**config.mk**
```make
export PLATFORM = sky130hd
export DESIGN_NAME = bus_sequencer
export DESIGN_NICKNAME = d
export VERILOG_FILES = /design/src/rtl/bus_sequencer.sv
export SDC_FILE = /design/constraint.sdc
export NUM_CORES = 1
export LEC_CHECK = 0
export CORE_MARGIN = 2
export CORE_UTILIZATION = 48
export DETAILED_ROUTE_END_ITERATION = 8
export PLACE_DENSITY = 0.83
export SETUP_SLACK_MARGIN = 0.05
export SLEW_MARGIN = 40
export SYNTH_ARGS = -nofsm -noshare
export SYNTH_HDL_FRONTEND = slang
export SYNTH_SLANG_ARGS = --single-unit
```
**constraint.sdc**
```tcl
create_clock -name clk16_i -period 2.2 [get_ports clk16_i]
set_clock_uncertainty 0.05 [all_clocks]
set_input_delay 0.44 -clock clk16_i [delete_from_list [all_inputs] [get_ports clk16_i]]
set_output_delay 0.44 -clock clk16_i [all_outputs]
set_load 0.01 [all_outputs]
```
**src/rtl/bus_sequencer.sv**
```systemverilog
// Slot scheduler for the shared 16 MHz memory bus: EXT, CPU, VRAM, VROM slots of 4 ticks each.
// Owner is fixed at slot entry; phase strobes and character-clock enable run regardless of owner.
module bus_sequencer #(
    parameter bit         EXT_REUSE  = 1'b1,
    parameter logic [3:0] CCLK_PHASE = 4'd15
) (
    input  logic       clk16_i,
    input  logic       reset_ni,
    input  logic       video_en_i,
    input  logic       ext_req_i,
    output logic       ext_grant_o,
    output logic       ext_done_o,
    output logic       setup_clk_o,
    output logic       strobe_clk_o,
    output logic       cpu_en_o,
    output logic       vram_en_o,
    output logic       vrom_en_o,
    output logic       cclk_en_o,
    output logic [3:0] phase_o
);

    typedef enum logic [2:0] {
        OWN_IDLE,
        OWN_EXT,
        OWN_CPU,
        OWN_VRAM,
        OWN_VROM
    } owner_e;

    logic       started_q;
    logic [3:0] phase_q, phase_d;
    owner_e     owner_q, owner_d;
    logic       vid_q, vid_d;

    logic ext_grant_q, ext_grant_d;
    logic ext_done_q, ext_done_d;
    logic setup_q, setup_d;
    logic strobe_q, strobe_d;
    logic cpu_en_q, cpu_en_d;
    logic vram_en_q, vram_en_d;
    logic vrom_en_q, vrom_en_d;
    logic cclk_q, cclk_d;

    logic ext_reuse_ok;
    assign ext_reuse_ok = EXT_REUSE && ext_req_i;

    // State and output registers
    always_ff @(posedge clk16_i or negedge reset_ni) begin
        if (!reset_ni) begin
            started_q   <= 1'b0;
            phase_q     <= 4'd0;
            owner_q     <= OWN_IDLE;
            vid_q       <= 1'b0;
            ext_grant_q <= 1'b0;
            ext_done_q  <= 1'b0;
            setup_q     <= 1'b0;
            strobe_q    <= 1'b0;
            cpu_en_q    <= 1'b0;
            vram_en_q   <= 1'b0;
            vrom_en_q   <= 1'b0;
            cclk_q      <= 1'b0;
        end else begin
            started_q   <= 1'b1;
            phase_q     <= phase_d;
            owner_q     <= owner_d;
            vid_q       <= vid_d;
            ext_grant_q <= ext_grant_d;
            ext_done_q  <= ext_done_d;
            setup_q     <= setup_d;
            strobe_q    <= strobe_d;
            cpu_en_q    <= cpu_en_d;
            vram_en_q   <= vram_en_d;
            vrom_en_q   <= vrom_en_d;
            cclk_q      <= cclk_d;
        end
    end

    // First edge after reset release enters phase 0 rather than skipping it
    always_comb begin
        phase_d = started_q ? phase_q + 4'd1 : 4'd0;
        owner_d = owner_q;
        vid_d   = vid_q;
        if (phase_d[1:0] == 2'd0) begin
            unique case (phase_d[3:2])
                2'd0: owner_d = ext_req_i ? OWN_EXT : OWN_IDLE;
                2'd1: owner_d = OWN_CPU;
                2'd2: begin
                    vid_d = video_en_i;
                    if (video_en_i)        owner_d = OWN_VRAM;
                    else if (ext_reuse_ok) owner_d = OWN_EXT;
                    else                   owner_d = OWN_IDLE;
                end
                2'd3: begin
                    if (vid_q)             owner_d = OWN_VROM;
                    else if (ext_reuse_ok) owner_d = OWN_EXT;
                    else                   owner_d = OWN_IDLE;
                end
                default: owner_d = OWN_IDLE;
            endcase
        end
    end

    always_comb begin
        setup_d     = (phase_d[1:0] == 2'd0) || (phase_d[1:0] == 2'd1);
        strobe_d    = (phase_d[1:0] == 2'd1) || (phase_d[1:0] == 2'd2);
        cclk_d      = (phase_d == CCLK_PHASE);
        ext_grant_d = (owner_d == OWN_EXT);
        cpu_en_d    = (owner_d == OWN_CPU);
        vram_en_d   = (owner_d == OWN_VRAM);
        vrom_en_d   = (owner_d == OWN_VROM);
        ext_done_d  = (owner_d == OWN_EXT) && (phase_d[1:0] == 2'd2);
    end

    assign ext_grant_o  = ext_grant_q;
    assign ext_done_o   = ext_done_q;
    assign setup_clk_o  = setup_q;
    assign strobe_clk_o = strobe_q;
    assign cpu_en_o     = cpu_en_q;
    assign vram_en_o    = vram_en_q;
    assign vrom_en_o    = vrom_en_q;
    assign cclk_en_o    = cclk_q;
    assign phase_o      = phase_q;

endmodule
```
### After elaboration in Yosys (flattened, before gate mapping)

Cells that the tools add are included.

* add/subtract/negate cells: 1
* equal/unequal tests: 10
* mux-type cells: 6
* reductions and logical operators: 6

Operators by type and width (number)
* case mux 3 bit (4 select lines): 1
* == test 2 bit, second input constant: 3
* == test 3 x 2 -> 1 bit, second input constant: 2
* 2-to-1 mux 3 bit: 2
* adder 4 x 1 -> 4 bit, second input constant: 1
* == test 2 x 1 -> 1 bit, second input constant: 2
* == test 4 bit, second input constant: 1
* zero test 2 bit: 2
* 2-to-1 mux 4 bit: 1
* == test 3 x 1 -> 1 bit, second input constant: 1
* == test 3 bit, second input constant: 1
* logical OR 1 bit: 2
* 2-to-1 mux 2 bit: 1
* AND reduction 2 bit: 1
* logical AND 1 bit: 1
* 2-to-1 mux 1 bit: 1

* register bits after elaboration: 17
* logic and storage cells: 35

### Logic depth before layout (Yosys ltp)

Gate-level depths: netlist of run 1.

* word-level depth: 7
* gate-level depth with buffers: 8

### Worst setup path before layout of run 1

OpenSTA, ideal clock, no wires.

* path kind: register -> register
* start point: register phase_q[0], in the netlist phase_o[0]
* end point: register cpu_en_q, in the netlist cpu_en_o
* clock period less this slack: 1.795 ns
* setup time: 0.080 ns
* data arrival time: 1.664 ns
* stages on the path, launching flop included: 8
* data required time: 2.070 ns
* path buffers: 0
* path slack: 0.405 ns
* cell sequence: dfrtp_1 -> ha_1 -> nand2_1 -> ha_1 -> nor2b_1 -> a41oi_1 -> inv_1 -> nor3_2

* word-level cells in the longest chain between the ends: 6

Ends and longest elaborated chain
* from (decl): line 31 `logic [3:0] phase_q, phase_d;`
* from (signal assigned): line 64 `phase_q <= phase_d;`
* adder 4 x 1 -> 4 bit (*): line 80 `phase_d = started_q ? phase_q + 4'd1 : 4'd0;`
* 2-to-1 mux 4 bit (*): line 80
* == test 2 bit, or another cell as far along: line 84 `unique case (phase_d[3:2])`
* case mux 3 bit (4 select lines): line 84
* 2-to-1 mux 3 bit (*): line 83 `if (phase_d[1:0] == 2'd0) begin`
* named net owner_d[2]: line 32 `owner_e owner_q, owner_d;`
* == test 3 x 2 -> 1 bit (*): line 108 `cpu_en_d = (owner_d == OWN_CPU);`
* named net cpu_en_d: line 39 `logic cpu_en_q, cpu_en_d;`
* to (signal assigned): line 71 `cpu_en_q <= cpu_en_d;`
* to (decl): line 39

Mark *: on every way through the listed nets, which the timed path passes. The rest lies on a longest branch.
A chain may end at the register's enable or synchronous reset.

### Final worst setup path of run 1

* start point: register phase_q[0], in the netlist phase_o[0]
* end point: register ext_done_q, in the netlist ext_done_o

* word-level cells in the longest chain between the ends: 7

Ends and longest elaborated chain
* adder 4 x 1 -> 4 bit (*): line 80
* 2-to-1 mux 4 bit (*): line 80
* == test 2 bit, or another cell as far along: line 84
* case mux 3 bit (4 select lines): line 84
* 2-to-1 mux 3 bit (*): line 83
* named net owner_d[0]: line 32
* == test 3 x 1 -> 1 bit (*): line 111 `ext_done_d = (owner_d == OWN_EXT) && (phase_d[1:0] == 2'd2);`
* logical AND 1 bit (*): line 111
* named net ext_done_d: line 36 `logic ext_done_q, ext_done_d;`
* to (signal assigned): line 68 `ext_done_q <= ext_done_d;`
* to (decl): line 36

Marked as above.

==> impl_results.md, run 1 <==
* Peak VDD IR at 0.392 mV
* Global-route wire length before repair at 2050 um
* Nets@finish at 91
* #FFs+latches synth at 17
* Largest net degree at the start of global routing at 18
* Critical Path RT at 2370 ps
* Peak Freq at 530 MHz
* Synth Instances at 62
* CTS tree: built
* Remaining DRCs at 0
* Overall track demand over capacity in global routing at 15.3%
* Initial Utilization at 50.7%
* Worst R2R Setup Slack at 310 ps
* Result of the run: finished, final reports clean
* Vias in the first global route at 474
* Later-pin clock latency in the skew report at 280 ps
* Max-slew violation count at 0
* CP endpoint kind: flop
* Final Critical Period at 1890 ps
* Critical path's slowest cell: dfrtp_1
* Crit path buffers/inverters at 0
* Most frequent cells in the layout: 17 x dfrtp_1, 15 x clkdlybuf4s50_1, 8 x nand2_1
* Kind of critical path: reg2reg
* Synth cell types at 27
* Mean Syn Cell Area at 12.2 um^2
* R2R Path End: ext_done_o
* FFs w/ async S/R, synth at 100%
* Wire per inst at 13.7 um
* N_diodes at 0
* Clock Pin Slew Worst Setup and Hold Paths at 90 ps
* CP cell instances: ha_1 > nand2_1 > ha_1 > nor2_1 > a31oi_4 > and4_1
* WP data arrival at 2060 ps
* Via count at 501
* Gpl congestion at 0.739
* GRT overflow at 0
* Critical path's largest stage delay at 430 ps
* Layout area overhead at 28.0%
* CORE AREA at 1490 um^2
* Synth area leaders: dfrtp_1 56%, ha_1 6.6%, nand2_1 4.0%, mux2i_4 3.0%, a31oi_4 2.8%
* Crit path max fanout at 7
* Number of flops mapped to enable cells by yosys at 0
* Synth Flop Type: dfrtp_1
* Startpoint types: flop
* Length of the first detailed-routing pass in iterations at 4
* Hold Crit Class: in2async
* Max cap viols at 0
* Initial detailed-routing violation count at 7
* Vias per cell at 5.11
* Synth warn at 0
* Final period util at 85.8%
* # IOs at 16
* Start point of the critical path: phase_o[0]
* Initial antenna violation count at 0
* Mapped Area at 754 um^2
* Final Cell Area at 966 um^2
* Final hold viol count at 0
* Tot Pwr at 0.654 mW
* Routed Antenna Nets at 0
* Die area at 1900 um^2
* Setup TNS at 0 ps
* Sequential area share after synthesis at 56.4%
* R2R depth at 6
* Power Density at 677 nW/um^2
* Most common cell after layout, fill and taps aside: dfrtp_1
* Final wirelength at 1340 um
* Total clock sinks at 17
* Clock buffer depth at 2
* I/O Buffers at 15
* Htree depth at 1
* Final Setup Violations at 0
* R2r startpoint: phase_o[0]
* P_leak at 0.457 nW
* Share of the synthesized area in the top cell type at 56.4%
* Share of cells above drive strength 1 at 14.6%
* Biggest area consumer among synthesized cells: dfrtp_1
* CP top delay family: adder cells
* RSZ-0062 raised after global routing: false
* Num CTS Buffers at 3
* Horiz. Die Dim at 43.6 um
* Detailed placer's ending HPWL at 1040 um
* Worst hold slack at 414 ps
* Synthesized net count at 70
* Die H at 43.6 um
* Placed Area at 932 um^2
* Most used cell, CP: ha_1
* Clk root buf: clkbuf_4
* FP Rows at 14
==> cell type report <==
| class | instances | area (um^2) |
|---|---|---|
| Multi-Input combinational cell | 40 | 318 |
| Timing Repair Buffer | 16 | 158 |
| Tap cell | 16 | 20.0 |
| Inverter | 5 | 18.8 |
| Sequential cell | 17 | 425 |
| Fill cell | 107 | 523 |
| Clock buffer | 4 | 26.3 |
==> routing by layer <==
metal | vias up | global-route usage, % | share of wire, % | wire, um
met1 | 245 | 18.8 | 45 | 596
met4 | 0 | 9.09 | 0.75 | 10
met2 | 10 | 25.3 | 51 | 684
met5 | - | 0 | 0 | 0
met3 | 2 | 2.50 | 3.5 | 47
li1 | 244 | - | - | -
==> stage by stage <==
| step | instances | worst slack [ps] | util [%] |
|---|---|---|---|
| 3_5_place_dp | 94 | 257 | 62.6 |
| 6_report | 98 | 312 | 64.9 |
| 4_1_cts | 98 | 230 | 64.4 |
| 2_1_floorplan | 62 | 405 | - |
| 5_1_grt | 98 | 136 | 64.9 |
| 3_3_place_gp | 94 | 349 | 62.6 |
==> where the power goes <==
| part | internal [mW] | switching, mW | total [mW] |
|---|---|---|---|
| clock network | 0.0703 | 0.0899 | 0.160 |
| logic | 0.0688 | 0.0688 | 0.138 |
| registers | 0.341 | 0.0151 | 0.356 |
==> worst max path at each step <==
stage | cells past startpoint | end | slack (ps)
after global placement | 5 | ext_done_o | 350
after detailed placement | 7 | cpu_en_o | 260
after floorplan | 7 | cpu_en_o | 410
after global routing | 7 | cpu_en_o | 140
final | 6 | ext_done_o | 310
after CTS | 7 | cpu_en_o | 230
==> kinds of logic (layout without fill, tap and decap cells) <==
logic type                 after synthesis  in the layout  share of synthesized area, %
DFF                                     17             17                          56.4
xor gates and xnor gates                 3              3                          3.48
buffers and inverters                    5             25                          2.49
muxes                                    2              2                          4.48
AOI/OAI and AO/OA                        6              6                          7.96
and+or+nand+nor                         24             24                          18.1
other                                    1              1                         0.497
adders and majority gates                4              4                          6.63
==> state kept, by name, indices dropped and copies added (netlist names) <==
| register | cells |
|---|---|
| vid_q | 1 |
| cpu_en_o | 1 |
| started_q | 1 |
| cclk_en_o | 1 |
| vram_en_o | 1 |
| vrom_en_o | 1 |
| ext_done_o | 1 |
| strobe_clk_o | 1 |
| owner_q | 3 |
| ext_grant_o | 1 |
| phase_o | 4 |
| setup_clk_o | 1 |
==> cell usage after synthesis (2+ instances only) <==
cell type,instances
and3_1,3
dfrtp_1,17
ha_1,4
inv_1,4
nand2_1,8
nand2b_1,2
nor2_1,2
nor2b_1,2
xor2_1,2
==> timing repair <==
item / 4_1_cts / 5_1_grt
hold buffers: 0 / 0
setup endpoints to repair: 0 / 1
resized for setup: 0 / 1
setup buffers: 0 / 0
Note: power is estimated with default switching activity, not from simulation.
==> run 2: changes to the inputs <==
- SETUP_SLACK_MARGIN: 0.05 -> unset
==> run 2 against run 1 <==
Combinational power is essentially flat; routed wire length shrank 1.7%; maximum frequency shrank 4.3%; register-to-register slack lost 80 ps; hold slack is essentially flat; sequential power is essentially flat; critical path depth grew 1; utilization shrank 0.50 points; critical endpoint is now cpu_en_o; largest power group unchanged.
==> impl_results.md, run 2 (same netlist as run 1, synthesis figures left out) <==
* Final Cell Area at 958 um^2
* Largest net degree at the start of global routing at 18
* Initial antenna violation count at 0
* Via count at 497
* Highest metal used: met4
* Part of the power in registers at 54.5%
* Htree depth at 1
* Routed Antenna Nets at 0
* Metal3 WL at 50 um
* Combinational power share at 20.8%
* Clock buffer depth at 2
* Hold_buf cts at 0
* Result of the run: finished, final reports clean
* FP Rows at 14
* Total clock sinks at 17
* Share of cells above drive strength 1 at 13.4%
* Overall track demand over capacity in global routing at 15.3%
* Peak VDD IR at 0.397 mV
* Nets@finish at 91
* Final Critical Period at 1970 ps
* Max cap viols at 0
* Hold Crit Class: in2async
* N_diodes at 0
* Initial Utilization at 50.7%
* Fillers at 109
* Met2 WL post-DR at 670 um
* Clk root buf: clkbuf_4
* Critical Path RT at 2360 ps
* Most common cell after layout, fill and taps aside: dfrtp_1
* RSZ-0062 raised after global routing: false
* Startpoint types: flop
* Num CTS Buffers at 3
* CTS tree: built
* Kind of critical path: reg2reg
* Final wirelength at 1320 um
* Final period util at 89.7%
* CP endpoint kind: flop
* Layout area overhead at 27.0%
* Max-slew violation count at 0
* Placed cells at 94
* Placed Area at 932 um^2
* # IOs at 16
* Vias per cell at 5.07
* I/O Buffers at 15
* Psw at 0.174 mW
* Remaining DRCs at 0
* Die H at 43.6 um
* Gpl congestion at 0.739
* Final hold viol count at 0
* Setup TNS at 0 ps
* Peak Freq at 507 MHz
* Clock Pin Slew Worst Setup and Hold Paths at 90 ps
* Multi-input gate area at 310 um^2
* Setup Buffers After CTS at 0
* Later-pin clock latency in the skew report at 280 ps
* Horiz. Die Dim at 43.6 um
* Crit path max fanout at 7
* Global-route wire length before repair at 2050 um
* Clock power frac at 24.7%
* Pint at 0.480 mW
* Wire per inst at 13.4 um
* Non-Filler Instances at 98
* Storage cell area at 425 um^2
* Final Setup Violations at 0
* Power Density at 682 nW/um^2
* Final Util at 64.4%
* WP data arrival at 2140 ps
* Switching part of the total at 26.5%
* Die area at 1900 um^2
* CORE AREA at 1490 um^2
* DP Worst Slack at 257 ps
* Post-CTS Resized at 0
* P_leak at 0.457 nW
* Wl on met1 at 572 um
* Detailed placer's ending HPWL at 1040 um
* Length of the first detailed-routing pass in iterations at 4
* Final worst slack at 227 ps
* Vias in the first global route at 474
* GRT overflow at 0
* Most frequent cells in the layout: 17 x dfrtp_1, 15 x clkdlybuf4s50_1, 8 x nand2_1
* Initial detailed-routing violation count at 5
* Largest register FFs at 4
-- run 2: cell count changes in the layout (fill, tap and decap cells not counted) --
cell     previous run  this run
a41oi_2             1         0
a41oi_1             0         1
-- run 2: critical path, cell delays in order, from the launching register on --
cell and delay, ps:
dfrtp_1 430, ha_1 320, nand2_1 90, ha_1 330
nor2b_1 80, a41oi_1 320, inv_1 120, nor3_2 150
-- run 2: final cells by class --
cell class | count | area share [%]
clock buffers | 4 | 2.74
inverters | 5 | 1.96
multi-input cells | 40 | 32.4
flip-flops and latches | 17 | 44.4
well taps | 16 | 2.09
repair buffers | 16 | 16.4
-- run 2: power by group through the flow --
stage,sequential [mW],combinational (mW),clock (mW)
6_report,0.356,0.136,0.162
5_1_grt,0.360,0.147,0.173
4_1_cts,0.356,0.137,0.166
3_5_place_dp,0.363,0.137,0
3_3_place_gp,0.361,0.133,0
2_1_floorplan,0.371,0.0575,0
-- run 2: layer usage --
metal  vias up  global-route usage [%]
li1        245                       -
met1       237                    18.8
met2        11                    25.3
met3         4                    2.50
met4         0                    9.09
met5         -                       0
-- run 2: path summary, 6_finish.rpt --
path	from	endpoint	slack, ps	depth (start not counted)
min in group clk16_i	vid_q	vid_q	500	1
max in group asynchronous	reset_ni	setup_clk_o	1510	2
worst min register to register	vid_q	vid_q	500	1
worst max register to register	phase_o[0]	cpu_en_o	230	7
worst max-delay path	phase_o[0]	cpu_en_o	230	7
worst min-delay path	reset_ni	vrom_en_o	410	2
-- run 2: stage by stage --
stage                     hold slack, ps  power (mW)
after global routing                 454       0.679
after detailed placement             478       0.499
final                                414       0.654
after global placement               478       0.494
after floorplan                     94.4       0.429
after CTS                            418       0.659
